### config.mk
export PLATFORM = sky130hd
export DESIGN_NAME = pipe_stage_reg_flat
export DESIGN_NICKNAME = d
export VERILOG_FILES = /design/src/rtl/pipe_stage_reg_pkg.sv /design/src/rtl/pipe_stage_reg_if.sv /design/src/rtl/pipe_stage_reg_entry.sv /design/src/rtl/pipe_stage_reg.sv /design/src/flat_wrapper.sv
export SDC_FILE = /design/constraint.sdc
export NUM_CORES = 1
export LEC_CHECK = 0
export ABC_CLOCK_PERIOD_IN_PS = 3900
export BUFFER_PORTS_ARGS = -buffer_cell sky130_fd_sc_hd__buf_2
export CAP_MARGIN = 40
export CORE_MARGIN = 8
export CORE_UTILIZATION = 45
export DETAILED_ROUTE_END_ITERATION = 7
export GPL_TIMING_DRIVEN = 1
export PLACE_DENSITY_LB_ADDON = 0.08
export SKIP_CTS_REPAIR_TIMING = 1
export SLEW_MARGIN = 10
export SYNTH_ARGS = -nofsm -noshare
export SYNTH_HDL_FRONTEND = slang
export SYNTH_SLANG_ARGS = --single-unit
### constraint.sdc
create_clock -name i_clk -period 3.9 [get_ports i_clk]
set_clock_uncertainty 0.05 [all_clocks]
set_input_delay 0.39 -clock i_clk [delete_from_list [all_inputs] [get_ports i_clk]]
set_output_delay 0.39 -clock i_clk [all_outputs]
set_load 0.05 [all_outputs]
### src/rtl/pipe_stage_reg_pkg.sv
// Shared definitions for pipeline stage registers: FSM state encodings,
// control/data bundle layout for the default RISC pipeline, and small helpers.
package pipe_pkg;

    // Stage occupancy state. EMPTY = nothing held, MAIN = one beat on the
    // outputs, FULL = one beat on the outputs plus one parked in the skid entry.
    typedef logic [1:0] state_t;

    localparam state_t ST_EMPTY = 2'd0;
    localparam state_t ST_MAIN  = 2'd1;
    localparam state_t ST_FULL  = 2'd2;

    // Field widths used by the stage bundles.
    localparam int ALUOP_W   = 2;
    localparam int REGADDR_W = 5;
    localparam int XLEN      = 32;

    // Control bundle layout (default 10-bit bundle). Every field is active-high,
    // so an all-zero bundle is a NOP for the downstream stage.
    localparam int CTRL_REGWRITE_OFS = 0;
    localparam int CTRL_MEMWRITE_OFS = 1;
    localparam int CTRL_MEMREAD_OFS  = 2;
    localparam int CTRL_MEMTOREG_OFS = 3;
    localparam int CTRL_ALUSRC_OFS   = 4;
    localparam int CTRL_BRANCH_OFS   = 5;
    localparam int CTRL_ALUOP_OFS    = 6;
    localparam int CTRL_JUMP_OFS     = CTRL_ALUOP_OFS + ALUOP_W;
    localparam int CTRL_RSVD_OFS     = CTRL_JUMP_OFS + 1;
    localparam int CTRL_DEFAULT_W    = CTRL_RSVD_OFS + 1;

    // Data bundle layout (default 138-bit bundle):
    // PC+4, read data 1, read data 2, immediate, rt, rd.
    localparam int DATA_PC4_OFS    = 0;
    localparam int DATA_RDATA1_OFS = DATA_PC4_OFS + XLEN;
    localparam int DATA_RDATA2_OFS = DATA_RDATA1_OFS + XLEN;
    localparam int DATA_IMM_OFS    = DATA_RDATA2_OFS + XLEN;
    localparam int DATA_RT_OFS     = DATA_IMM_OFS + XLEN;
    localparam int DATA_RD_OFS     = DATA_RT_OFS + REGADDR_W;
    localparam int DATA_DEFAULT_W  = DATA_RD_OFS + REGADDR_W;

    // A stage presents a valid beat in every state except EMPTY.
    function automatic logic is_occupied(input state_t s);
        return (s != ST_EMPTY);
    endfunction

endpackage

### src/rtl/pipe_stage_reg_if.sv
// Beat interface between two pipeline stages.
//
// Handshake: a beat transfers on a rising clock edge where valid and ready are
// both high. valid must not depend combinationally on ready. Once a sender
// raises valid it may change ctrl/data only after the transfer; this stage
// itself always holds ctrl/data stable while valid is high and ready is low.
interface pipe_stage_reg_if
    import pipe_pkg::*;
#(
    parameter int CTRL_W = CTRL_DEFAULT_W,
    parameter int DATA_W = DATA_DEFAULT_W
);
    logic              valid;
    logic              ready;
    logic [CTRL_W-1:0] ctrl;
    logic [DATA_W-1:0] data;

    // Sender side of a stage boundary.
    modport master (
        output valid,
        output ctrl,
        output data,
        input  ready
    );

    // Receiver side of a stage boundary.
    modport slave (
        input  valid,
        input  ctrl,
        input  data,
        output ready
    );

endinterface

### src/rtl/pipe_stage_reg_entry.sv
// One storage entry of a pipeline stage: a control bundle and a data bundle
// with independent clears, so a bubble can zero control while data is kept.
module pipe_stage_entry
    import pipe_pkg::*;
#(
    parameter int CTRL_W = CTRL_DEFAULT_W,
    parameter int DATA_W = DATA_DEFAULT_W
) (
    input  logic              i_clk,
    input  logic              i_rst,
    input  logic              i_load,
    input  logic              i_clear_ctrl,
    input  logic              i_clear_data,
    input  logic [CTRL_W-1:0] i_ctrl,
    input  logic [DATA_W-1:0] i_data,
    output logic [CTRL_W-1:0] o_ctrl,
    output logic [DATA_W-1:0] o_data
);

    logic [CTRL_W-1:0] r_ctrl;
    logic [DATA_W-1:0] r_data;

    // Control register: reset wins, then load, then clear to NOP.
    always_ff @(posedge i_clk) begin
        if (i_rst) begin
            r_ctrl <= '0;
        end else if (i_load) begin
            r_ctrl <= i_ctrl;
        end else if (i_clear_ctrl) begin
            r_ctrl <= '0;
        end
    end

    // Data register: same priority, with its own clear so data may be kept.
    always_ff @(posedge i_clk) begin
        if (i_rst) begin
            r_data <= '0;
        end else if (i_load) begin
            r_data <= i_data;
        end else if (i_clear_data) begin
            r_data <= '0;
        end
    end

    assign o_ctrl = r_ctrl;
    assign o_data = r_data;

endmodule

### src/rtl/pipe_stage_reg.sv
// Parametrised pipeline stage register with valid/ready handshake, optional
// skid entry (registered ready), flush, bubble insertion and a saturating
// stall counter. Used at every stage boundary of the pipeline.
module pipe_stage_reg
    import pipe_pkg::*;
#(
    parameter int CTRL_W      = CTRL_DEFAULT_W,
    parameter int DATA_W      = DATA_DEFAULT_W,
    parameter int SKID        = 1,
    parameter int CLEAR_DATA  = 0,
    parameter int STALL_CNT_W = 16
) (
    input  logic                   i_clk,
    input  logic                   i_rst,
    input  logic                   i_flush,
    pipe_stage_reg_if.slave        i_up,
    pipe_stage_reg_if.master       o_dn,
    output logic [STALL_CNT_W-1:0] o_stall_cnt,
    output state_t                 o_dbg_state
);

    localparam logic CLR_DATA_EN = (CLEAR_DATA != 0);
    localparam logic SKID_EN     = (SKID != 0);

    state_t                 r_state;
    state_t                 w_state_nxt;
    logic                   r_ready;
    logic [STALL_CNT_W-1:0] r_stall_cnt;

    logic w_valid;
    logic w_ready;
    logic w_acc;
    logic w_drn;

    logic w_main_load;
    logic w_main_from_skid;
    logic w_main_clr_ctrl;
    logic w_main_clr_data;
    logic w_skid_load;

    logic [CTRL_W-1:0] w_main_ctrl_in;
    logic [DATA_W-1:0] w_main_data_in;
    logic [CTRL_W-1:0] w_main_ctrl;
    logic [DATA_W-1:0] w_main_data;
    logic [CTRL_W-1:0] w_skid_ctrl;
    logic [DATA_W-1:0] w_skid_data;

    // Handshake terms. With a skid entry, ready comes straight from a flop so
    // there is no path from downstream ready to upstream ready; without it,
    // the single entry can be refilled in the same cycle it drains.
    assign w_valid = is_occupied(r_state);
    assign w_ready = SKID_EN ? r_ready : (!w_valid || o_dn.ready);
    assign w_acc   = i_up.valid && w_ready;
    assign w_drn   = w_valid && o_dn.ready;

    // State register plus registered ready (high whenever the next state is not FULL).
    always_ff @(posedge i_clk) begin
        if (i_rst) begin
            r_state <= ST_EMPTY;
            r_ready <= 1'b1;
        end else begin
            r_state <= w_state_nxt;
            r_ready <= (w_state_nxt != ST_FULL);
        end
    end

    // Next-state logic; flush overrides every handshake outcome.
    always_comb begin
        w_state_nxt = r_state;
        if (i_flush) begin
            w_state_nxt = ST_EMPTY;
        end else begin
            case (r_state)
                ST_EMPTY: begin
                    if (w_acc) begin
                        w_state_nxt = ST_MAIN;
                    end
                end
                ST_MAIN: begin
                    if (w_acc && !w_drn) begin
                        w_state_nxt = SKID_EN ? ST_FULL : ST_MAIN;
                    end else if (!w_acc && w_drn) begin
                        w_state_nxt = ST_EMPTY;
                    end
                end
                ST_FULL: begin
                    if (w_drn) begin
                        w_state_nxt = ST_MAIN;
                    end
                end
                default: begin
                    w_state_nxt = ST_EMPTY;
                end
            endcase
        end
    end

    // Entry control: which entry loads, from where, and when main becomes a bubble.
    always_comb begin
        w_main_load      = 1'b0;
        w_main_from_skid = 1'b0;
        w_main_clr_ctrl  = 1'b0;
        w_main_clr_data  = 1'b0;
        w_skid_load      = 1'b0;
        if (i_flush) begin
            w_main_clr_ctrl = 1'b1;
            w_main_clr_data = CLR_DATA_EN;
        end else begin
            case (r_state)
                ST_EMPTY: begin
                    w_main_load = w_acc;
                end
                ST_MAIN: begin
                    if (w_acc && (w_drn || !SKID_EN)) begin
                        w_main_load = 1'b1;
                    end else if (w_acc) begin
                        w_skid_load = 1'b1;
                    end else if (w_drn) begin
                        w_main_clr_ctrl = 1'b1;
                        w_main_clr_data = CLR_DATA_EN;
                    end
                end
                ST_FULL: begin
                    if (w_drn) begin
                        w_main_load      = 1'b1;
                        w_main_from_skid = 1'b1;
                    end
                end
                default: begin
                    w_main_clr_ctrl = 1'b1;
                    w_main_clr_data = CLR_DATA_EN;
                end
            endcase
        end
    end

    assign w_main_ctrl_in = w_main_from_skid ? w_skid_ctrl : i_up.ctrl;
    assign w_main_data_in = w_main_from_skid ? w_skid_data : i_up.data;

    pipe_stage_entry #(
        .CTRL_W (CTRL_W),
        .DATA_W (DATA_W)
    ) u_main (
        .i_clk        (i_clk),
        .i_rst        (i_rst),
        .i_load       (w_main_load),
        .i_clear_ctrl (w_main_clr_ctrl),
        .i_clear_data (w_main_clr_data),
        .i_ctrl       (w_main_ctrl_in),
        .i_data       (w_main_data_in),
        .o_ctrl       (w_main_ctrl),
        .o_data       (w_main_data)
    );

    generate
        if (SKID != 0) begin : g_skid
            // Parking slot for the beat accepted while downstream stalls.
            pipe_stage_entry #(
                .CTRL_W (CTRL_W),
                .DATA_W (DATA_W)
            ) u_skid (
                .i_clk        (i_clk),
                .i_rst        (i_rst),
                .i_load       (w_skid_load),
                .i_clear_ctrl (i_flush),
                .i_clear_data (i_flush),
                .i_ctrl       (i_up.ctrl),
                .i_data       (i_up.data),
                .o_ctrl       (w_skid_ctrl),
                .o_data       (w_skid_data)
            );
        end else begin : g_no_skid
            assign w_skid_ctrl = '0;
            assign w_skid_data = '0;
        end
    endgenerate

    // Stall counter: counts cycles a beat is offered but refused, sticks at all-ones.
    always_ff @(posedge i_clk) begin
        if (i_rst) begin
            r_stall_cnt <= '0;
        end else if (w_valid && !o_dn.ready && (r_stall_cnt != {STALL_CNT_W{1'b1}})) begin
            r_stall_cnt <= r_stall_cnt + 1'b1;
        end
    end

    assign i_up.ready  = w_ready;
    assign o_dn.valid  = w_valid;
    assign o_dn.ctrl   = w_main_ctrl;
    assign o_dn.data   = w_main_data;
    assign o_stall_cnt = r_stall_cnt;
    assign o_dbg_state = r_state;

endmodule
### src/flat_wrapper.sv
// flat-port wrapper written by rule: the top's interface ports become plain ports
module pipe_stage_reg_flat import pipe_pkg::*;
#(
    parameter int CTRL_W      = CTRL_DEFAULT_W,
    parameter int DATA_W      = DATA_DEFAULT_W,
    parameter int SKID        = 1,
    parameter int CLEAR_DATA  = 0,
    parameter int STALL_CNT_W = 16
)
  (i_clk, i_rst, i_flush, o_stall_cnt, o_dbg_state, i_up_valid, i_up_ctrl, i_up_data, i_up_ready, o_dn_valid, o_dn_ctrl, o_dn_data, o_dn_ready);
  pipe_stage_reg_if #(.CTRL_W(CTRL_W), .DATA_W(DATA_W)) i_up_i ();
  pipe_stage_reg_if #(.CTRL_W(CTRL_W), .DATA_W(DATA_W)) o_dn_i ();
  input  logic i_clk;
  input  logic i_rst;
  input  logic i_flush;
  output logic [STALL_CNT_W-1:0] o_stall_cnt;
  output state_t o_dbg_state;
  input wire logic [$bits(i_up_i.valid)-1:0] i_up_valid;
  input wire logic [$bits(i_up_i.ctrl)-1:0] i_up_ctrl;
  input wire logic [$bits(i_up_i.data)-1:0] i_up_data;
  output wire logic [$bits(i_up_i.ready)-1:0] i_up_ready;
  output wire logic [$bits(o_dn_i.valid)-1:0] o_dn_valid;
  output wire logic [$bits(o_dn_i.ctrl)-1:0] o_dn_ctrl;
  output wire logic [$bits(o_dn_i.data)-1:0] o_dn_data;
  input wire logic [$bits(o_dn_i.ready)-1:0] o_dn_ready;
  assign i_up_i.valid = i_up_valid;
  assign i_up_i.ctrl = i_up_ctrl;
  assign i_up_i.data = i_up_data;
  assign i_up_ready = i_up_i.ready;
  assign o_dn_valid = o_dn_i.valid;
  assign o_dn_ctrl = o_dn_i.ctrl;
  assign o_dn_data = o_dn_i.data;
  assign o_dn_i.ready = o_dn_ready;
  pipe_stage_reg #(.CTRL_W(CTRL_W), .DATA_W(DATA_W), .SKID(SKID), .CLEAR_DATA(CLEAR_DATA), .STALL_CNT_W(STALL_CNT_W)) u_core (.i_clk(i_clk), .i_rst(i_rst), .i_flush(i_flush), .i_up(i_up_i), .o_dn(o_dn_i), .o_stall_cnt(o_stall_cnt), .o_dbg_state(o_dbg_state));
endmodule
==> metrics.md, run 1 <==
| Metric | Value |
|---|---|
| Status | `finished, final reports clean` |
| Tcrit/Tclk final | `62.3%` |
| Initial antenna violation count | `4` |
| Sequential share of the synthesized area | `50.9%` |
| Drt via density | `5.31` |
| Hold path depth | `2` |
| Htree depth | `2` |
| CTS Buffer Depth | `3` |
| Sequential Power Share | `45.5%` |
| Fin crit period | `2430 ps` |
| Worst Path Arrival | `2770 ps` |
| GRT overflow | `0` |
| Critical R2R Capture | `u_core.u_main.o_data[97]$_SDFFE_PP0P_` |
| Yosys top cell area share | `50.9%` |
| Vias | `11600` |
| Global-route wire length before repair | `58.7 mm` |
| CTS tree | `yes` |
| Routed wire length per instance | `16.9 um` |
| Overall Global Routing Usage | `21.3%` |
| Sw power | `2.03 mW` |
| Post-route ant nets | `0` |
| Setup TNS | `0 ps` |
| Mapped Avg Cell Area | `7.82 sq um` |
| Worst-case vdd ir drop | `0.350 mV` |
| Cell area after synthesis | `12400 sq um` |
| Clk sinks | `315` |
| Top post-synthesis cells by area | `dfxtp_1 (51%), nand2_1 (18%), a311oi_1 (9.8%)` |
| Startpoint types | `flip-flop` |
| Die X-Extent | `182 um` |
| Worst slew pin tran | `873 ps` |
| Placed Area | `14100 sq um` |
| Die area | `33100 sq um` |
| Pint | `5.48 mW` |
| Combinational power share | `12.9%` |
| Vias in the first global route | `11000` |
| Core area | `27000 sq um` |
| IO Count | `321` |
| Root Buffer | `clkbuf_16` |
| Critical Path RT | `4250 ps` |
| Clk Latency, worst-skew pair | `500 ps` |
| Hpwl dp | `23.4 mm` |
| Initial DRC Count | `919` |
| Max Cap Viol | `0` |
| DRT Pass-1 Iters | `5` |
| FF-to-FF path depth | `5` |
| Crit path largest cell delay | `650 ps` |
| Cell area after layout | `15200 sq um` |
| HP Class | `primary input to flip-flop` |
| Power share of the clock group | `41.6%` |
| Nature of the critical path endpoint | `flip-flop` |
| Kind of critical path | `flip-flop to flip-flop` |
| RR Startpoint | `u_core.o_dbg_state[0]$_SDFF_PP0_` |
| Largest net degree at the start of global routing | `122` |
| Synth Register Bits | `315` |
| CP cell instances | `nor2b_1 > o41ai_4 > buf_4 > nor2_1 > a311oi_1` |
| Initial Util | `45.9%` |
| DRC | `0` |
| Sw Ratio | `27.0%` |
| I/O Buffers | `320` |
| Final hold violations | `0` |
| Final net count | `1977` |
| Top delay family on crit path | `compound AO/OA/AOI/OAI gates` |
| Crit path max-delay cell type | `buf_4` |
| P_leak | `6.05 nW` |
| Fin util | `56.5%` |
| Worst-path clk slew | `60 ps` |
| Worst hold path startpoint | `i_rst` |
| RD Place Congestion | `0.784` |
| Hold Worst Slack | `52.3 ps` |
| CP startpoint | `u_core.o_dbg_state[0]$_SDFF_PP0_` |
| Syn. warnings | `0` |
| Endpoints failing setup | `0` |
| Crit Path Max Fanout | `70` |
| Syn_nets | `1736` |
| Hold endpoint | `u_core.u_main.o_data[117]$_SDFFE_PP0P_` |
| Fmax | `412 MHz` |
| Final WL | `36.9 mm` |
| Gate Count Post-Synth | `1582` |
| Setup slack, reg-to-reg | `1470 ps` |
| Layout cells sized above 1 | `22.0%` |
| Area Overhead vs Synth | `23.0%` |
| Slew Limit Fails | `0` |
| Power density cells | `493 nW/um^2` |
| Post-synth top area cell | `dfxtp_1` |
| CTS Buf Count | `35` |
| Die height | `182 um` |
| Worst path bufs/invs | `1` |
| Slew HR | `41.8%` |
| Row count | `60` |
| RSZ-0062 raised after global routing | `no` |
| Count of cell types in the netlist | `40` |
==> metrics by stage <==
step,setup WS (ps),instances,power [mW]
after floorplan,1730,1582,4.14
after global placement,1410,2123,4.45
after detailed placement,1490,2127,4.46
after CTS,1480,2186,7.59
after global routing,1300,2188,7.80
final,1470,2188,7.51
==> kinds of logic (layout without fill, tap and decap cells) <==
kind of cell,after synthesis,count (layout),synth area share (%)
other,0,2,0
DFF,315,315,50.9
buffers and inverters,139,402,4.72
AOI/OAI and AO/OA,332,332,18.4
muxes,12,12,1.08
adders and majority gates,1,1,0.101
and+or+nand+nor,783,783,24.7
==> state kept, by name (all words and copies together), names as in the netlist <==
name                         flops
u_core.u_main.o_data           138
u_core.g_skid.u_skid.o_ctrl     10
u_core.g_skid.u_skid.o_data    138
u_core.u_main.o_ctrl            10
u_core.i_up.ready                1
u_core.o_dbg_state               2
u_core.o_stall_cnt              16
==> worst reg2reg max path, stage by stage, from the launching register on <==
cell and delay (ps):
dfxtp_1 450, nor2b_1 260, o41ai_4 530, buf_4 650, nor2_1 130, a311oi_1 260
==> Yosys cell counts <==
cell type  instances
a211oi_1           2
buf_4             11
o31ai_1            3
or2_2              2
buf_1              1
mux2i_1            1
mux2_2            11
clkbuf_1         107
buf_2             17
nor2_1           155
a311oi_1         138
o21a_1             1
nand4b_1           2
inv_1              3
or4_1              2
a22oi_1           10
o21ba_2            1
dfxtp_1          315
nand3_1            5
nand2b_1           2
a41oi_1            1
o41ai_4            1
o311a_1            1
nor4_1             2
ha_1               1
o22a_1             1
or3_1              8
nand4bb_1          1
and4_1             3
nand4_1            5
and2_1             2
o21ai_0            6
nand2_1          581
nor3_1             9
o21bai_1           3
a31oi_1            3
or4b_2             1
nor2b_1            3
a21oi_1          159
o41ai_1            2
==> final cells by class <==
| cell class | instances | area [sq um] |
|---|---|---|
| fillers | 2630 | 11700 |
| flip-flops and latches | 315 | 6310 |
| multi-input cells | 1128 | 5520 |
| repair buffers | 340 | 1860 |
| clock buffers | 59 | 1090 |
| well taps | 341 | 427 |
| inverters | 3 | 11.3 |
| diodes | 2 | 5.00 |
==> per-layer routing <==
layer	track usage [%]	routed length (um)	share of wire, %
met4	6.49	765	2.1
met2	34.6	17100	46
met5	0	26	0.071
met1	27.8	16300	44
met3	4.71	2640	7.2
==> power by group through the flow <==
stage | Combinational (mW) | Clock (mW) | Sequential, mW
final | 0.970 | 3.13 | 3.41
after global routing | 1.04 | 3.34 | 3.42
after CTS | 0.977 | 3.20 | 3.41
after detailed placement | 0.977 | 0 | 3.48
after global placement | 0.964 | 0 | 3.48
after floorplan | 0.305 | 0 | 3.84
==> worst max-delay path by stage <==
stage,endpoint,slack [ps],depth (start not counted)
floorplan,u_core.o_stall_cnt[5]$_SDFFE_PP0P_,1730,6
global placement,u_core.g_skid.u_skid.o_data[83]$_SDFFE_PP0P_,1410,6
detailed placement,u_core.u_main.o_data[93]$_SDFFE_PP0P_,1490,6
CTS,u_core.u_main.o_data[97]$_SDFFE_PP0P_,1480,5
global route,u_core.u_main.o_data[96]$_SDFFE_PP0P_,1300,5
finish,u_core.u_main.o_data[97]$_SDFFE_PP0P_,1470,5
==> layout by cell type, fill, tap and decap left out, types with 8 or more instances in the layout <==
cell type	instances
a22oi_1	10
buf_4	13
clkbuf_16	37
mux2_2	11
nand2_1	581
a311oi_1	138
clkbuf_8	8
a21oi_1	159
dfxtp_1	315
clkbuf_1	14
buf_2	319
nor2_1	155
(Power assumes the default switching activity.)
==> run 2: changes to the inputs <==
--- a/config.mk
+++ b/config.mk
@@ -5,7 +5,7 @@
 export SDC_FILE = /design/constraint.sdc
 export NUM_CORES = 1
 export LEC_CHECK = 0
-export ABC_CLOCK_PERIOD_IN_PS = 3900
+export ABC_CLOCK_PERIOD_IN_PS = 2000
 export BUFFER_PORTS_ARGS = -buffer_cell sky130_fd_sc_hd__buf_2
 export CAP_MARGIN = 40
 export CORE_MARGIN = 8
==> constraint.sdc (replaced) <==
create_clock -name i_clk -period 2 [get_ports i_clk]
set_clock_uncertainty 0.05 [all_clocks]
set_input_delay 0.2 -clock i_clk [delete_from_list [all_inputs] [get_ports i_clk]]
set_output_delay 0.2 -clock i_clk [all_outputs]
set_load 0.05 [all_outputs]
==> metrics.md, run 2 (synthesized netlist as in run 1, its figures left out) <==
| Metric | Value |
|---|---|
| Status | `finished, final reports clean` |
| Clk Latency, worst-skew pair | `500 ps (about the same)` |
| Row count | `60 (unchanged)` |
| Worst slew pin tran | `672 ps (-201 ps)` |
| Final WL | `39.8 mm (+8.1%)` |
| Nature of the critical path endpoint | `flip-flop` |
| Critical R2R Capture | `u_core.u_main.o_data[3]$_SDFFE_PP0P_` |
| Clk sinks | `315 (unchanged)` |
| DRC | `0 (unchanged)` |
| Worst-case vdd ir drop | `0.544 mV (+56%)` |
| Die area | `33100 sq um (unchanged)` |
| Hold endpoint | `u_core.o_dbg_state[1]$_SDFF_PP0_` |
| Fin util | `63.5% (+7.0 points)` |
| Die height | `182 um (unchanged)` |
| Critical Path RT | `2350 ps (-1900 ps)` |
| Tcrit/Tclk final | `95.3% (+33 points)` |
| Setup slack, reg-to-reg | `90 ps (-1380 ps)` |
| RD Place Congestion | `0.801 (+2.2%)` |
| I/O Buffers | `320 (unchanged)` |
| Endpoints failing setup | `0 (unchanged)` |
| Max Cap Viol | `0 (unchanged)` |
| Crit Path Max Fanout | `31 (-56%)` |
| Vias | `12500 (+7.4%)` |
| P_leak | `6.87 nW (+14%)` |
| Hpwl dp | `23.8 mm (+2.0%)` |
| Setup TNS | `0 ps (unchanged)` |
| Slew Limit Fails | `0 (unchanged)` |
| Crit path largest cell delay | `450 ps (-200 ps)` |
| Final net count | `2147 (+8.6%)` |
| Fin cells | `2358 (+7.8%)` |
| Top delay family on crit path | `compound AO/OA/AOI/OAI gates` |
| Startpoint types | `flip-flop` |
| CTS Buf Count | `35 (unchanged)` |
| HP Class | `primary input to flip-flop` |
| Core area | `27000 sq um (unchanged)` |
| Vias in the first global route | `11100 (+1.5%)` |
| Fill count | `2369 (-9.9%)` |
| Final hold violations | `0 (unchanged)` |
| Power density cells | `886 nW/um^2 (+80%)` |
| Layout cells sized above 1 | `21.9% (-0.065 points)` |
| Most frequent cells in the layout | `nand2_1 (580), buf_2 (319), dfxtp_1 (309)` |
| Root Buffer | `clkbuf_16` |
| RR Startpoint | `u_core.i_up.ready$_SDFF_PP1_` |
| Kind of critical path | `flip-flop to flip-flop` |
| Crit path max-delay cell type | `o41ai_4` |
| DRT Pass-1 Iters | `5 (unchanged)` |
| Commonest non-fill, non-tap cell in the layout | `nand2_1` |
| Initial antenna violation count | `2 (-2)` |
| Fin crit period | `1910 ps (-524 ps)` |
| CTS tree | `yes` |
| Fmax | `525 MHz (+27%)` |
| Htree depth | `2 (unchanged)` |
| Post-route ant nets | `0 (unchanged)` |
| # placed instances | `2143 (+0.75%)` |
| Routed wire length per instance | `16.9 um (+0.27%)` |
| Hold Worst Slack | `13.3 ps (-38.9 ps)` |
| GRT overflow | `0 (unchanged)` |
| Die X-Extent | `182 um (unchanged)` |
| Initial DRC Count | `786 (-14%)` |
| Overall Global Routing Usage | `21.5% (+0.25 points)` |
| Worst-path clk slew | `60 ps (about the same)` |
| Largest net degree at the start of global routing | `86 (-30%)` |
| CP cell instances | `nand2_2 > o41ai_4 > clkbuf_16 > buf_12 > nor2_1 > a311oi_1` |
| Slew HR | `55.2% (+13 points)` |
| IO Count | `321 (unchanged)` |
| Area Overhead vs Synth | `38.2%` |
| Worst path bufs/invs | `2 (+1)` |
| FF-to-FF path depth | `6 (+1)` |
| Initial Util | `45.9% (unchanged)` |
| Drt via density | `5.29 (-0.31%)` |
| Hold path depth | `3 (+1)` |
| Global-route wire length before repair | `59.0 mm (+0.53%)` |
| CTS Buffer Depth | `3 (unchanged)` |
| Worst Path Arrival | `2250 ps (-520 ps)` |
| Worst hold path startpoint | `i_up_valid` |
run 2: cell types whose count changed in the layout (fill, tap and decap cells not counted), moves of 4 or more:
cell / delta
dlygate4sd3_1: +149
buf_12: +14
buf_4: +4
clkbuf_1: -8
dfxtp_1: -6
clkinv_2: +8
dfxtp_2: +5
run 2: per-layer routing:
metal | part of all wire, % | wire (um) | track usage, %
met5 | 0 | 0 | 0
met4 | 3.1 | 1220 | 8.07
met3 | 7.1 | 2810 | 5.41
met2 | 48 | 19100 | 35.0
met1 | 42 | 16700 | 27.1
run 2: how the worst max path moves through the flow:
stage / startpoint / to / cells past startpoint
2_1_floorplan: u_core.o_stall_cnt[4]$_SDFFE_PP0P_ / u_core.o_stall_cnt[5]$_SDFFE_PP0P_ / 5
3_3_place_gp: u_core.o_dbg_state[0]$_SDFF_PP0_ / u_core.u_main.o_data[39]$_SDFFE_PP0P_ / 6
3_5_place_dp: u_core.o_dbg_state[0]$_SDFF_PP0_ / u_core.u_main.o_data[109]$_SDFFE_PP0P_ / 6
4_1_cts: u_core.o_dbg_state[0]$_SDFF_PP0_ / u_core.u_main.o_data[109]$_SDFFE_PP0P_ / 6
5_1_grt: u_core.i_up.ready$_SDFF_PP1_ / u_core.u_main.o_data[3]$_SDFFE_PP0P_ / 6
6_report: u_core.i_up.ready$_SDFF_PP1_ / u_core.u_main.o_data[3]$_SDFFE_PP0P_ / 6
run 2: tightest hold or removal path, delay by kind of cell:
| family | cells | cell delay, ps |
|---|---|---|
| compound gates | 1 | 90 |
| buf+inv | 1 | 130 |
| simple gates | 1 | 100 |
run 2: per-stage QoR:
stage	total power [mW]	setup WS, ps	instance area, sq um
after floorplan	8.08	16.9	12400
after global placement	8.73	159	14400
after detailed placement	8.74	101	14400
after CTS	15.1	76.3	15500
after global routing	15.7	-46.3	17100
final	15.2	94.4	17100
run 2: cell type report:
class                   instances  area (sq um)  area share (%)
multi-input cells            1128          5520            32.3
clock buffers                  48          1020            5.95
clock inverters                11           108           0.629
inverters                       3          11.3          0.0658
well taps                     341           427            2.49
diodes                          2          5.00          0.0293
flip-flops and latches        315          6320            36.9
repair buffers                510          3690            21.6
run 2: where the power goes:
group          switching [mW]  internal, mW  total, mW
Sequential              0.145          6.51       6.65
Clock                    2.50          3.80       6.30
Combinational            1.46         0.744       2.21
==> run 3: changes to the inputs <==
--- a/config.mk
+++ b/config.mk
@@ -5,6 +5,7 @@
 export SDC_FILE = /design/constraint.sdc
 export NUM_CORES = 1
 export LEC_CHECK = 0
+export ABC_AREA = 1
 export ABC_CLOCK_PERIOD_IN_PS = 2000
 export BUFFER_PORTS_ARGS = -buffer_cell sky130_fd_sc_hd__buf_2
 export CAP_MARGIN = 40
==> metrics.md, run 3 <==
| Metric | Value |
|---|---|
| Pint | `11.0 mW (-0.71%)` |
| Critical R2R Capture | `u_core.u_main.o_data[45]$_SDFFE_PP0P_` |
| Kind of critical path | `flip-flop to flip-flop` |
| Worst Path Arrival | `2220 ps (-30 ps)` |
| Max Cap Viol | `0 (unchanged)` |
| Routed wire length per instance | `16.8 um (-0.55%)` |
| Initial DRC Count | `1058 (+35%)` |
| Hold endpoint | `u_core.g_skid.u_skid.o_ctrl[9]$_SDFFE_PP0P_` |
| Setup TNS | `0 ps (unchanged)` |
| Initial Util | `45.6% (-0.35 points)` |
| Worst-path clk slew | `60 ps (about the same)` |
| Area Overhead vs Synth | `32.6%` |
| Yosys top cell area share | `45.2% (-5.7 points)` |
| Slew HR | `54.6% (-0.61 points)` |
| DRT Pass-1 Iters | `7 (+2)` |
| Fin crit period | `1840 ps (-65.6 ps)` |
| Drt via density | `5.35 (+1.2%)` |
| Post-route ant nets | `0 (unchanged)` |
| Syn_nets | `2130 (+23%)` |
| Place WS | `66.5 ps (-34.4 ps)` |
| Die height | `192 um (+5.6%)` |
| CTS Buffer Depth | `3 (unchanged)` |
| Register area | `6310 sq um (-0.12%)` |
| Power density cells | `813 nW/um^2 (-8.3%)` |
| P_leak | `7.33 nW (+6.7%)` |
| Vias | `14800 (+18%)` |
| Worst hold path startpoint | `i_flush` |
| Die X-Extent | `192 um (+5.6%)` |
| Ys async rst share | `0% (unchanged)` |
| Syn. warnings | `0 (unchanged)` |
| Setup slack, reg-to-reg | `160 ps (+70 ps)` |
| Sw Ratio | `26.9% (-0.15 points)` |
| Clk sinks | `315 (unchanged)` |
| Post-synth EDFFs | `0 (unchanged)` |
| Final hold violations | `0 (unchanged)` |
| DRC | `0 (unchanged)` |
| Vias in the first global route | `13400 (+20%)` |
| HP Class | `primary input to flip-flop` |
| Fmax | `543 MHz (+3.6%)` |
| RD Place Congestion | `0.819 (+2.3%)` |
| Count of cell types in the netlist | `27 (-33%)` |
| Core area | `30600 sq um (+14%)` |
| Worst slew pin tran | `681 ps (+9.21 ps)` |
| Sequential share of the synthesized area | `45.2% (-5.7 points)` |
| Final WL | `46.4 mm (+16%)` |
| Post-layout worst setup margin | `160 ps (+65.6 ps)` |
| Post-synth top area cell | `dfxtp_1` |
| Commonest non-fill, non-tap cell in the layout | `nand2_1` |
| I/O Buffers | `320 (unchanged)` |
| Cell with the most instances after synthesis | `nand2_1` |
| Critical Path RT | `2380 ps (+30 ps)` |
| Post-synth top cells | `nand2_1 (492), dfxtp_1 (315), a21oi_1 (308)` |
| Initial antenna violation count | `4 (+2)` |
| Area occupied by multi-input gates | `6250 sq um (+13%)` |
| CTS tree | `yes` |
| FF-to-FF path depth | `9 (+3)` |
| Nature of the critical path endpoint | `flip-flop` |
| Hpwl dp | `27.5 mm (+15%)` |
| Htree depth | `2 (unchanged)` |
| Endpoints failing setup | `0 (unchanged)` |
| Layout cells sized above 1 | `17.9% (-3.9 points)` |
| Cell area after synthesis | `13900 sq um (+13%)` |
| RR Startpoint | `u_core.i_up.ready$_SDFF_PP1_` |
| Main synth FF type | `dfxtp_1` |
| Placed Area | `15800 sq um (+9.3%)` |
| Root Buffer | `clkbuf_16` |
| Status | `finished, final reports clean` |
| Tcrit/Tclk final | `92.0% (-3.3 points)` |
| Global-route wire length before repair | `69.9 mm (+18%)` |
| Die area | `36900 sq um (+12%)` |
| IO Count | `321 (unchanged)` |
| CP startpoint | `u_core.i_up.ready$_SDFF_PP1_` |
| Largest net degree at the start of global routing | `141 (+64%)` |
| Final net count | `2488 (+16%)` |
| Slew Limit Fails | `0 (unchanged)` |
| Row count | `64 (+6.7%)` |
| Synth Register Bits | `315 (unchanged)` |
| Crit Path Max Fanout | `82 (+160%)` |
| Clk Latency, worst-skew pair | `500 ps (about the same)` |
| Cell area after layout | `18500 sq um (+8.1%)` |
| Fill count | `2823 (+19%)` |
| Sw power | `4.04 mW (-1.5%)` |
| Top post-synthesis cells by area | `dfxtp_1 (45%), nand2_1 (13%), a21oi_1 (11%)` |
| Combinational power share | `13.5% (-1.1 points)` |
| Startpoint types | `flip-flop` |
| Hold path depth | `4 (+1)` |
| GRT overflow | `0 (unchanged)` |
| Power share of the clock group | `43.0% (+1.4 points)` |
| CTS Buf Count | `36 (+2.9%)` |
| Overall Global Routing Usage | `22.9% (+1.4 points)` |
| Worst-case vdd ir drop | `0.531 mV (-2.3%)` |
| Fin cells | `2758 (+17%)` |
| # placed instances | `2542 (+19%)` |
| Sequential Power Share | `43.5% (-0.4 points)` |
| Final Power | `15.0 mW (-0.91%)` |
| Mapped Avg Cell Area | `7.06 sq um (-9.8%)` |
| RSZ-0062 raised after global routing | `no` |
| Most frequent cells in the layout | `nand2_1 (491), buf_2 (319), dfxtp_1 (313)` |
| Gate Count Post-Synth | `1976 (+25%)` |
[run 3: power by group through the flow]
stage	Clock, mW	Combinational (mW)	Sequential (mW)
after floorplan	0	0.694	7.14
final	6.46	2.03	6.53
after global placement	0	1.77	6.66
after CTS	6.59	1.79	6.53
after detailed placement	0	1.78	6.66
after global routing	6.85	2.19	6.54
[run 3: stage by stage]
| step | util [%] | hold WS, ps |
|---|---|---|
| 3_3_place_gp | 51.6 | 398 |
| 2_1_floorplan | - | 229 |
| 5_1_grt | 60.4 | 119 |
| 4_1_cts | 55.4 | -89.1 |
| 3_5_place_dp | 51.6 | 403 |
| 6_report | 60.4 | 114 |
[run 3: layout make-up]
class / count / share of cell area, %
sequential: 315 / 34.1
multi-input combinational: 1316 / 33.8
timing repair buffer: 500 / 19.6
clock buffer: 57 / 6.17
inverter: 165 / 3.41
tap: 396 / 2.68
clock inverter: 5 / 0.135
antenna: 4 / 0.0542
[run 3: worst max-delay path by stage]
stage / end / cells past startpoint
floorplan: u_core.o_stall_cnt[0]$_SDFFE_PP0P_ / 9
global placement: u_core.o_stall_cnt[1]$_SDFFE_PP0P_ / 7
detailed placement: u_core.o_stall_cnt[5]$_SDFFE_PP0P_ / 7
CTS: u_core.o_stall_cnt[5]$_SDFFE_PP0P_ / 7
global route: u_core.u_main.o_data[58]$_SDFFE_PP0P_ / 9
finish: u_core.u_main.o_data[45]$_SDFFE_PP0P_ / 9
[run 3: cell families after synthesis]
| family | share of synthesized area [%] |
|---|---|
| and+or+nand+nor | 27.5 |
| xor gates and xnor gates | 0.377 |
| buffers and inverters | 10.2 |
| adders and majority gates | 0.0897 |
| AOI/OAI and AO/OA | 16.6 |
| DFF | 45.2 |
[run 3: critical path, cell delays in order (launching register included)]
cell     delay [ps]
dfxtp_1         330
nand2_1         150
nand2_1         100
nand2_1          90
nor2_4          120
nand2_4         110
inv_4           100
buf_12          330
nand2_1         160
a21oi_1         160
[run 3: routing by layer]
layer  vias to the layer above  global-route usage, %  routed length [um]
li1                       7322                      -                   -
met1                      6862                   29.2               20000
met2                       489                   37.5               21800
met3                        87                   4.88                3220
met4                         2                   8.67                1290
met5                         -                      0                  15
